==> src/rtl/pc_stack_pkg.sv <==
// Shared types and helpers for the program counter with return-address stack.
package pc_stack_pkg;

  typedef enum logic [2:0] {
    OP_HOLD,
    OP_INC,
    OP_LOAD,
    OP_CALL,
    OP_RET,
    OP_CLR
  } pc_op_e;

  // Width of a stack-depth count that must represent 0..d inclusive.
  function automatic int unsigned depth_w(input int unsigned d);
    return 32'($clog2(d)) + 32'd1;
  endfunction

  // One operation per cycle; clr beats the stall, ret beats call.
  function automatic pc_op_e op_decode(input logic clr, input logic en, input logic ret,
                                       input logic call, input logic load, input logic inc);
    if (clr)       return OP_CLR;
    else if (!en)  return OP_HOLD;
    else if (ret)  return OP_RET;
    else if (call) return OP_CALL;
    else if (load) return OP_LOAD;
    else if (inc)  return OP_INC;
    else           return OP_HOLD;
  endfunction

endpackage

==> src/rtl/ret_stack.sv <==
// WIDTH x DEPTH return-address LIFO; a push while full or a pop while empty is ignored.
module ret_stack
  import pc_stack_pkg::*;
#(
  parameter  int unsigned WIDTH = 16,
  parameter  int unsigned DEPTH = 8,
  localparam int unsigned DW    = depth_w(DEPTH)
) (
  input  logic             clk,
  input  logic             rst_n,
  input  logic             clr,
  input  logic             push,
  input  logic             pop,
  input  logic [WIDTH-1:0] push_data,
  output logic [WIDTH-1:0] top,
  output logic [DW-1:0]    depth,
  output logic             full,
  output logic             empty
);

  localparam int unsigned AW = $clog2(DEPTH);

  logic [WIDTH-1:0] mem [DEPTH];
  logic [DW-1:0]    sp;
  logic [AW-1:0]    top_idx;
  logic             do_push;
  logic             do_pop;

  assign full    = (sp == DW'(DEPTH));
  assign empty   = (sp == '0);
  assign depth   = sp;
  assign do_pop  = pop && !empty && !clr;
  assign do_push = push && !full && !pop && !clr;

  // Entry below the stack pointer; wraps harmlessly when empty.
  assign top_idx = sp[AW-1:0] - AW'(1);
  assign top     = mem[top_idx];

  always_ff @(posedge clk or negedge rst_n) begin
    if (!rst_n) begin
      sp <= '0;
    end else if (clr) begin
      sp <= '0;
    end else if (do_push) begin
      sp <= sp + DW'(1);
    end else if (do_pop) begin
      sp <= sp - DW'(1);
    end
  end

  // Storage needs no reset: entries above sp are never read as valid.
  always_ff @(posedge clk) begin
    if (do_push) begin
      mem[sp[AW-1:0]] <= push_data;
    end
  end

endmodule

==> src/rtl/pc_stack.sv <==
// Program counter with hardware return-address stack.
// Define PC_STACK_TRAP_EN to redirect stack faults to TRAP_VEC with a one-cycle trap pulse.
module pc_stack
  import pc_stack_pkg::*;
#(
  parameter  int unsigned      WIDTH     = 16,
  parameter  int unsigned      DEPTH     = 8,
  parameter  logic [WIDTH-1:0] RESET_VEC = '0,
  parameter  logic [WIDTH-1:0] TRAP_VEC  = WIDTH'('h0010),
  localparam int unsigned      DW        = depth_w(DEPTH)
) (
  input  logic             clk,
  input  logic             rst_n,
  input  logic             en,
  input  logic             clr,
  input  logic             inc,
  input  logic             load,
  input  logic [WIDTH-1:0] load_addr,
  input  logic             call,
  input  logic [WIDTH-1:0] call_addr,
  input  logic             ret,
  output logic [WIDTH-1:0] pc,
  output logic [DW-1:0]    depth,
  output logic             full,
  output logic             empty,
  output logic             ovf_err,
  output logic             unf_err,
  output logic             trap
);

`ifdef PC_STACK_TRAP_EN
  localparam bit TRAP_EN = 1'b1;
`else
  localparam bit TRAP_EN = 1'b0;
`endif

  pc_op_e           op;
  logic [WIDTH-1:0] pc_d;
  logic [WIDTH-1:0] pc_inc;
  logic [WIDTH-1:0] top;
  logic             ovf_d;
  logic             unf_d;
  logic             trap_d;
  logic             push;
  logic             pop;

  assign op     = op_decode(clr, en, ret, call, load, inc);
  assign pc_inc = pc + WIDTH'(1);

  ret_stack #(
    .WIDTH (WIDTH),
    .DEPTH (DEPTH)
  ) u_ret_stack (
    .clk       (clk),
    .rst_n     (rst_n),
    .clr       (op == OP_CLR),
    .push      (push),
    .pop       (pop),
    .push_data (pc_inc),
    .top       (top),
    .depth     (depth),
    .full      (full),
    .empty     (empty)
  );

  // Next PC, stack control and fault handling for the selected op.
  always_comb begin
    pc_d   = pc;
    ovf_d  = ovf_err;
    unf_d  = unf_err;
    trap_d = 1'b0;
    push   = 1'b0;
    pop    = 1'b0;
    unique case (op)
      OP_CLR: begin
        pc_d  = RESET_VEC;
        ovf_d = 1'b0;
        unf_d = 1'b0;
      end
      OP_RET: begin
        if (empty) begin
          unf_d = 1'b1;
          if (TRAP_EN) begin
            pc_d   = TRAP_VEC;
            trap_d = 1'b1;
          end
        end else begin
          pc_d = top;
          pop  = 1'b1;
        end
      end
      OP_CALL: begin
        if (full) begin
          ovf_d = 1'b1;
          if (TRAP_EN) begin
            pc_d   = TRAP_VEC;
            trap_d = 1'b1;
          end
        end else begin
          pc_d = call_addr;
          push = 1'b1;
        end
      end
      OP_LOAD: pc_d = load_addr;
      OP_INC:  pc_d = pc_inc;
      default: pc_d = pc;
    endcase
  end

  always_ff @(posedge clk or negedge rst_n) begin
    if (!rst_n) begin
      pc      <= RESET_VEC;
      ovf_err <= 1'b0;
      unf_err <= 1'b0;
      trap    <= 1'b0;
    end else begin
      pc      <= pc_d;
      ovf_err <= ovf_d;
      unf_err <= unf_d;
      trap    <= trap_d;
    end
  end

endmodule

==> config.mk <==
export PLATFORM = sky130hd
export DESIGN_NAME = pc_stack
export DESIGN_NICKNAME = d
export VERILOG_FILES = /design/src/rtl/pc_stack_pkg.sv /design/src/rtl/ret_stack.sv /design/src/rtl/pc_stack.sv
export SDC_FILE = /design/constraint.sdc
export NUM_CORES = 1
export LEC_CHECK = 0
export ABC_CLOCK_PERIOD_IN_PS = 6000
export CAP_MARGIN = 25
export CORE_ASPECT_RATIO = 1.5
export CORE_UTILIZATION = 53
export DETAILED_ROUTE_END_ITERATION = 12
export PLACE_DENSITY = 0.75
export SETUP_SLACK_MARGIN = 0.4
export SLEW_MARGIN = 20
export SYNTH_ARGS = -nofsm -noshare
export SYNTH_HDL_FRONTEND = slang
export SYNTH_SLANG_ARGS = --single-unit
==> constraint.sdc <==
create_clock -name clk -period 6 [get_ports clk]
set_input_delay 0.6 -clock clk [delete_from_list [all_inputs] [get_ports clk]]
set_output_delay 0.6 -clock clk [all_outputs]
set_load 0.02 [all_outputs]
==> results of run 1 <==
## per-stage QoR
stage	instances	total power, uW	hold WS (ns)	cell area (um^2)
after floorplan	402	1939	0.3044	6560
after global placement	606	2195	0.5192	7386
after global routing	637	3510	0.5596	8045
after detailed placement	606	2215	0.5229	7386
after CTS	637	3398	0.5378	8045
final	637	3384	0.5269	8045
## tightest hold or removal path: cells and delay by family, from the launching register on
kind               cells  cell delay, ns
and+or+nand+nor        1            0.09
DFF                    1            0.36
AOI/OAI and AO/OA      1            0.05
## per-layer routing
layer / share of wire, % / GRT usage [%] / up-vias
met4: 2.6 / 10.85 / 0
li1: - / - / 1766
met5: 0 / 0 / -
met2: 53 / 45.28 / 245
met3: 7.4 / 7.316 / 36
met1: 37 / 34.78 / 2113
## layout make-up
cell class                 instances  area [um^2]
timing repair buffer              75        720.7
clock buffer                      18        429.2
multi-input combinational        218         2041
inverter                          10        37.54
clock inverter                    13        230.2
sequential                       150         4395
tap                              153        191.4
fill                             833         3971
## registers in the layout, summed over array words and instances (netlist names)
signal	count
u_ret_stack.mem	128
ovf_err	1
pc	16
unf_err	1
u_ret_stack.depth	4
## power breakdown
part / switching, uW / internal (uW) / leakage [uW]
combinational: 500 / 451 / 0.000972
sequential: 56.7 / 1190 / 0.00150
clock: 407 / 777 / 0.000312
total: 964 / 2420 / 0.00278
## how the worst min path moves through the flow
stage | cells after the start | end
finish | 2 | ovf_err
global route | 2 | ovf_err
CTS | 2 | ovf_err
detailed placement | 2 | ovf_err
global placement | 2 | ovf_err
floorplan | 0 | ovf_err
## synthesized netlist by cell type (all sizes together), types with 3 or more instances
cell type	count	area [um^2]
a21o	5	37.54
a21oi	9	45.04
a221o	4	40.04
a222oi	13	130.1
a22o	5	43.79
a22oi	5	37.54
and3	7	43.79
buf	15	93.84
clkbuf	9	33.78
dfrtp	22	550.5
edfxtp	128	3844
ha	4	50.05
inv	10	37.54
mux2i	6	60.06
mux4	32	735.7
nand2	22	82.58
nand2b	5	31.28
nand3	11	55.05
nand3b	3	22.52
nor2	14	52.55
nor2b	3	18.77
nor3	13	70.07
nor4	3	18.77
o21ai	15	75.07
o311a	3	30.03
xnor2	8	70.07
xor2	8	70.07
## kinds of logic (layout without fill, tap and decap cells)
group                    Yosys count  count (layout)  share of synthesized area (%)
AND/OR/NAND/NOR                   89              89                          7.076
adder cells (fa/ha/maj)            5               5                          1.068
flip-flops                       150             150                          66.98
buffers and inverters             34             116                          2.518
multiplexers                      39              39                          12.30
AO/OA/AOI/OAI                     68              68                          7.858
other                              1               1                        0.05716
XOR/XNOR                          16              16                          2.136
==> impl_results.md, run 1 <==
* Crit path time final at 3.273 ns
* Commonest cells after routing, fill and taps aside: edfxtp_1 (128), clkdlybuf4s50_1 (63), mux4_2 (28)
* Root Driver: clkbuf_16
* Critical Path Fanout Max at 22
* Buf/Inv on CP at 1
* Most used DFF post-synth: edfxtp_1
* GR Overflow Total at 0
* Hold path start: ovf_err
* Post-DR wirelength/cell at ~26 um
* Layout cell share with drive strength beyond 1 at between 10% and 20%
* Critical path cell sequence: clkdlybuf4s50_1, and4bb_2, nand2b_1, ha_1, a21o_1, a21oi_1, mux2_2, a21o_1, mux2i_1
* Max-slew violation count at 0
* Setup crit start kind: input pin
* Final critical-path setup slack at about 2.7 ns
* EDFF count, synth at between 100 and 150
* DRC at 0
* Final setup fails at 0
* Setup CP Type: input pin to flop
* CP required at about 6.3 ns
* CTS Buf Count at 17
* Initial antenna violation count at 0
* Static leakage at ~0.0028 uW
* Slew @ Worst Pin at 1.078 ns
* # rows at approximately 50
* GPL Wtd Cong at about 0.8
* Worst hold path type: flop to flop
* Critical path capture point type: flop
* Register area share after synthesis at between 60% and 70%
* Setup TNS at 0 ns
* Mapped Cells at approximately 400
* Initial Util at 54.59%
* Vias in the first global route at between 4000 and 5000
* Core box area at roughly 12000 um^2
* Slowest stage delay, CP at ~0.79 ns
* Clk_skew at 0.006280 ns
* Port buffer count at 63
* CTS hold repair buffers at 0
* CTS clk-pin slew, worst paths at around 0.060 ns
* Vias at 4160
* Worst R2R Path Depth at 7
* R2R Path End: pc[6]
* Most frequent CP cell: a21o_1
* Number of vias per cell at between 6 and 7
* CP Depth at 9
* CTS H-tree depth at 4
* Reg2reg start: u_ret_stack.depth[1]
* R2r setup slk at 2.74 ns
* Pwr per Cell Area at ~420 nW/um^2
* Max-slew headroom at roughly 28%
* FMAX at 0.3055 GHz
* Setup bufs post-CTS at 0
* Slowest CP cell: and4bb_2
* Num ports at between 60 and 70
* DRT Pass-1 Iters at 5
* Clock Tree Buf Depth at 2
* Setup crit end: u_ret_stack.depth[3]
* Fin. Hold Viols at 0
* Largest net degree at the start of global routing at between 40 and 50
* Clock sink total at 150
* Die H at between 100 and 150 um
* Syn nets at approximately 450
* Setup Slack @ Placement at ~2.4 ns
* VDD IR-drop max at around 0.00026 V
* #FFs+latches synth at 150
* Later-pin clock latency in the skew report at just over 0.4 ns
* Outcome: complete, no violations
* Post-route ant nets at 0
* Worst EP arrival at 3.60 ns
* Netlist Area Pre-Place at about 6600 um^2
* Post-synth ARST share at approximately 15%
* MaxCap Viol Count at 0
* Final net count at ~520
* Post-Syn Area per Cell at between 15 and 20 um^2
* Final period utilization at around 55%
* DR iter-0 viols at roughly 540
* Most common cell after layout, fill and taps aside: edfxtp_1
* RSZ-0062 raised after global routing: false
* Synth Warn # at 0
* CP Launch Point: clr
* Die area at about 13000 um^2
* Layout overhead on the synthesized area at 22.64%
* CTS resizes at 0
* Crit path max-delay family: simple AND/OR/NAND/NOR gates
* Overall die width at about 93 um
* HPWL Detailed at ~10000 um
* Diodes inserted at 0
* Global-route wire length before repair at 25330 um
* Routed WL at around 16000 um
* Yosys cell types at 49
* CTS tree: built
* Total GRT Usage at between 20% and 30%
* Fin util at 66.95%
No activity file was read; power rests on OpenSTA's default activity.
==> inputs of run 2 (changes only) <==
--- a/config.mk
+++ b/config.mk
@@ -5,7 +5,7 @@
 export SDC_FILE = /design/constraint.sdc
 export NUM_CORES = 1
 export LEC_CHECK = 0
-export ABC_CLOCK_PERIOD_IN_PS = 6000
+export ABC_CLOCK_PERIOD_IN_PS = 3200
 export CAP_MARGIN = 25
 export CORE_ASPECT_RATIO = 1.5
 export CORE_UTILIZATION = 53
==> constraint.sdc (replaced) <==
create_clock -name clk -period 3.2 [get_ports clk]
set_input_delay 0.32 -clock clk [delete_from_list [all_inputs] [get_ports clk]]
set_output_delay 0.32 -clock clk [all_outputs]
set_load 0.02 [all_outputs]
==> run 2 against run 1 <==
Count of clock-buffer cells in the layout down 1. Critical path type is now flop to flop. Non-clock buffer count grew 10. First-iteration DRC count is 33% lower. Via count grew 0.36%. Total power increased by 83%. Worst hold slack lost 0.099 ns. Sequential share of layout area shrank 0.14 points. Flip-flop and latch count unchanged. Core utilization up 0.19 points.
==> impl_results.md, run 2 (synthesis gave the netlist of run 1 again) <==
* Outcome: complete, no violations
* DR iter-0 viols at 360 (-33%)
* WHS at 0.4274 ns (-0.09945 ns)
* Worst hold path type: input pin to async pin
* CTS clk-pin slew, worst paths at 0.07 ns (about the same)
* RSZ-0062 raised after global routing: false
* GPL Wtd Cong at 0.8158 (+1.7%)
* Later-pin clock latency in the skew report at 0.42 ns (about the same)
* Clock Tree Buf Depth at 2 (unchanged)
* Worst R2R Path Depth at 11 (+4)
* Static leakage at 0.002811 uW (+1.0%)
* Diodes inserted at 0 (unchanged)
* Initial antenna violation count at 0 (unchanged)
* R2r setup slk at 0.51 ns (-2.23 ns)
* Setup CP Type: flop to flop
* CTS H-tree depth at 4 (unchanged)
* # rows at 49 (unchanged)
* FMAX at 0.3723 GHz
* CP required at 3.54 ns (-2.79 ns)
* R2R Path End: u_ret_stack.depth[3]
* MaxCap Viol Count at 0 (unchanged)
* Die H at 138.3 um (unchanged)
* Most common cell after layout, fill and taps aside: edfxtp_1
* Vias in the first global route at 4407 (+0.80%)
* CTS Buf Count at 17 (unchanged)
* Slowest CP cell: dfrtp_2
* Setup TNS at 0 ns (unchanged)
* Setup crit start kind: flop
* Clk_skew at 0.01714 ns (+0.01086 ns)
* DRT Pass-1 Iters at 5 (unchanged)
* Num ports at 65 (unchanged)
* Max reg flops at 128 (unchanged)
* Root Driver: clkbuf_16
* Global-route wire length before repair at 24280 um (-4.1%)
* Layout overhead on the synthesized area at 22.98%
* Final period utilization at between 80% and 90%
* Die area at 12840 um^2 (unchanged)
* Total GRT Usage at 26.50% (-1.0 points)
* Final setup fails at 0 (unchanged)
* Fin. Hold Viols at 0 (unchanged)
* DRC at 0 (unchanged)
* Vias at 4175 (+0.36%)
* Clock sink total at 150 (unchanged)
* Slew @ Worst Pin at 0.9515 ns (-0.1260 ns)
* Pwr per Cell Area at 768.5 nW/um^2 (+83%)
* Overall die width at 92.84 um (unchanged)
* Crit path time final at 2.686 ns
* Max-slew headroom at 36.37% (+8.4 points)
* CTS hold repair buffers at 0 (unchanged)
* Commonest cells after routing, fill and taps aside: edfxtp_1 (128), clkdlybuf4s50_1 (63), mux4_2 (28)
* Max-slew violation count at 0 (unchanged)
* Critical path cell sequence: clkinvlp_4, ha_4, nor2b_2, and2_4, nand2b_4, ha_1, a21o_1, a21oi_2, mux2_2, a21o_1, mux2i_1
* Final net count at 527 (+1.9%)
* GR Overflow Total at 0 (unchanged)
* VDD IR-drop max at 0.0004237 V (+64%)
* Post-DR wirelength/cell at 24.97 um (-2.5%)
* Critical Path Fanout Max at 6 (-73%)
* Post-route ant nets at 0 (unchanged)
* CTS tree: built
* Most frequent CP cell: a21o_1
* Initial Util at 54.59% (unchanged)
* Reg2reg start: u_ret_stack.depth[1]
* HPWL Detailed at 9955 um (-2.2%)
* Worst EP arrival at 3.03 ns (-0.57 ns)
* Slowest stage delay, CP at 0.45 ns (-0.34 ns)
* Routed WL at 16150 um (-0.96%)
* Layout cell share with drive strength beyond 1 at 20.45% (+3.1 points)
* Number of vias per cell at 6.453 (-1.2%)
* Port buffer count at 63 (unchanged)
* Critical path capture point type: flop
* Core box area at 12020 um^2 (unchanged)
* Largest net degree at the start of global routing at 42 (unchanged)
[run 2: where the power goes]
group / switching [uW] / total [uW] / leakage [uW] / internal, uW
clock: 791 / 1940 / 0.000284 / 1150
combinational: 963 / 1920 / 0.00103 / 956
sequential: 103 / 2340 / 0.00150 / 2240
total: 1860 / 6200 / 0.00281 / 4340
[run 2: critical path, delay by kind of cell, from the launching register on]
kind / cells / cell delay, ns
buffers and inverters: 1 / 0.18
adders and majority gates: 2 / 0.48
AOI/OAI and AO/OA: 3 / 0.55
and+or+nand+nor: 3 / 0.48
DFF: 1 / 0.45
muxes: 2 / 0.48
[run 2: repair_timing]
action	CTS	global route
hold endpoints to repair	0	0
endpoints found under the setup margin	1	2
gates resized for setup	1	1
buffers inserted	0	4
[run 2: area by class of cell]
| type | instances | area, um^2 |
|---|---|---|
| clock buffer | 17 | 425.4 |
| clock inverter | 14 | 147.6 |
| fill | 844 | 3949 |
| inverter | 10 | 41.29 |
| multi-input combinational | 218 | 2069 |
| sequential | 150 | 4397 |
| tap | 153 | 191.4 |
| timing repair buffer | 85 | 795.8 |
[run 2: worst max-delay path by stage]
stage                             to                 start  slack, ns  cells past startpoint
4_1_cts         u_ret_stack.depth[3]  u_ret_stack.depth[1]       0.45                     11
2_1_floorplan  u_ret_stack.mem[2][0]  u_ret_stack.depth[0]       0.36                      8
3_3_place_gp    u_ret_stack.depth[3]  u_ret_stack.depth[1]       0.46                     11
3_5_place_dp    u_ret_stack.depth[3]  u_ret_stack.depth[1]       0.37                     11
6_report        u_ret_stack.depth[3]  u_ret_stack.depth[1]       0.51                     11
5_1_grt         u_ret_stack.depth[3]  u_ret_stack.depth[1]       0.40                     11
[run 2: routing by layer]
metal	part of all wire, %	GRT usage, %	wire length, um	vias up
li1	-	-	-	1784
met4	3.7	14.41	591	0
met3	7.0	6.821	1131	50
met1	37	32.17	6045	2109
met5	0	0	0	-
met2	52	43.11	8385	232
[run 2: per-stage QoR]
step                      power (uW)  cell area, um^2  utilization (%)  setup slack [ns]  instances
after CTS                       6177             8034            66.86            0.4460        643
after detailed placement        4260             7460            62.08            0.3690        612
after global placement          4213             7460            62.08            0.4618        612
final                           6200             8068            67.14            0.5143        647
after floorplan                 3693             6596                -            0.3564        402
after global routing            6426             8068            67.14            0.4041        647
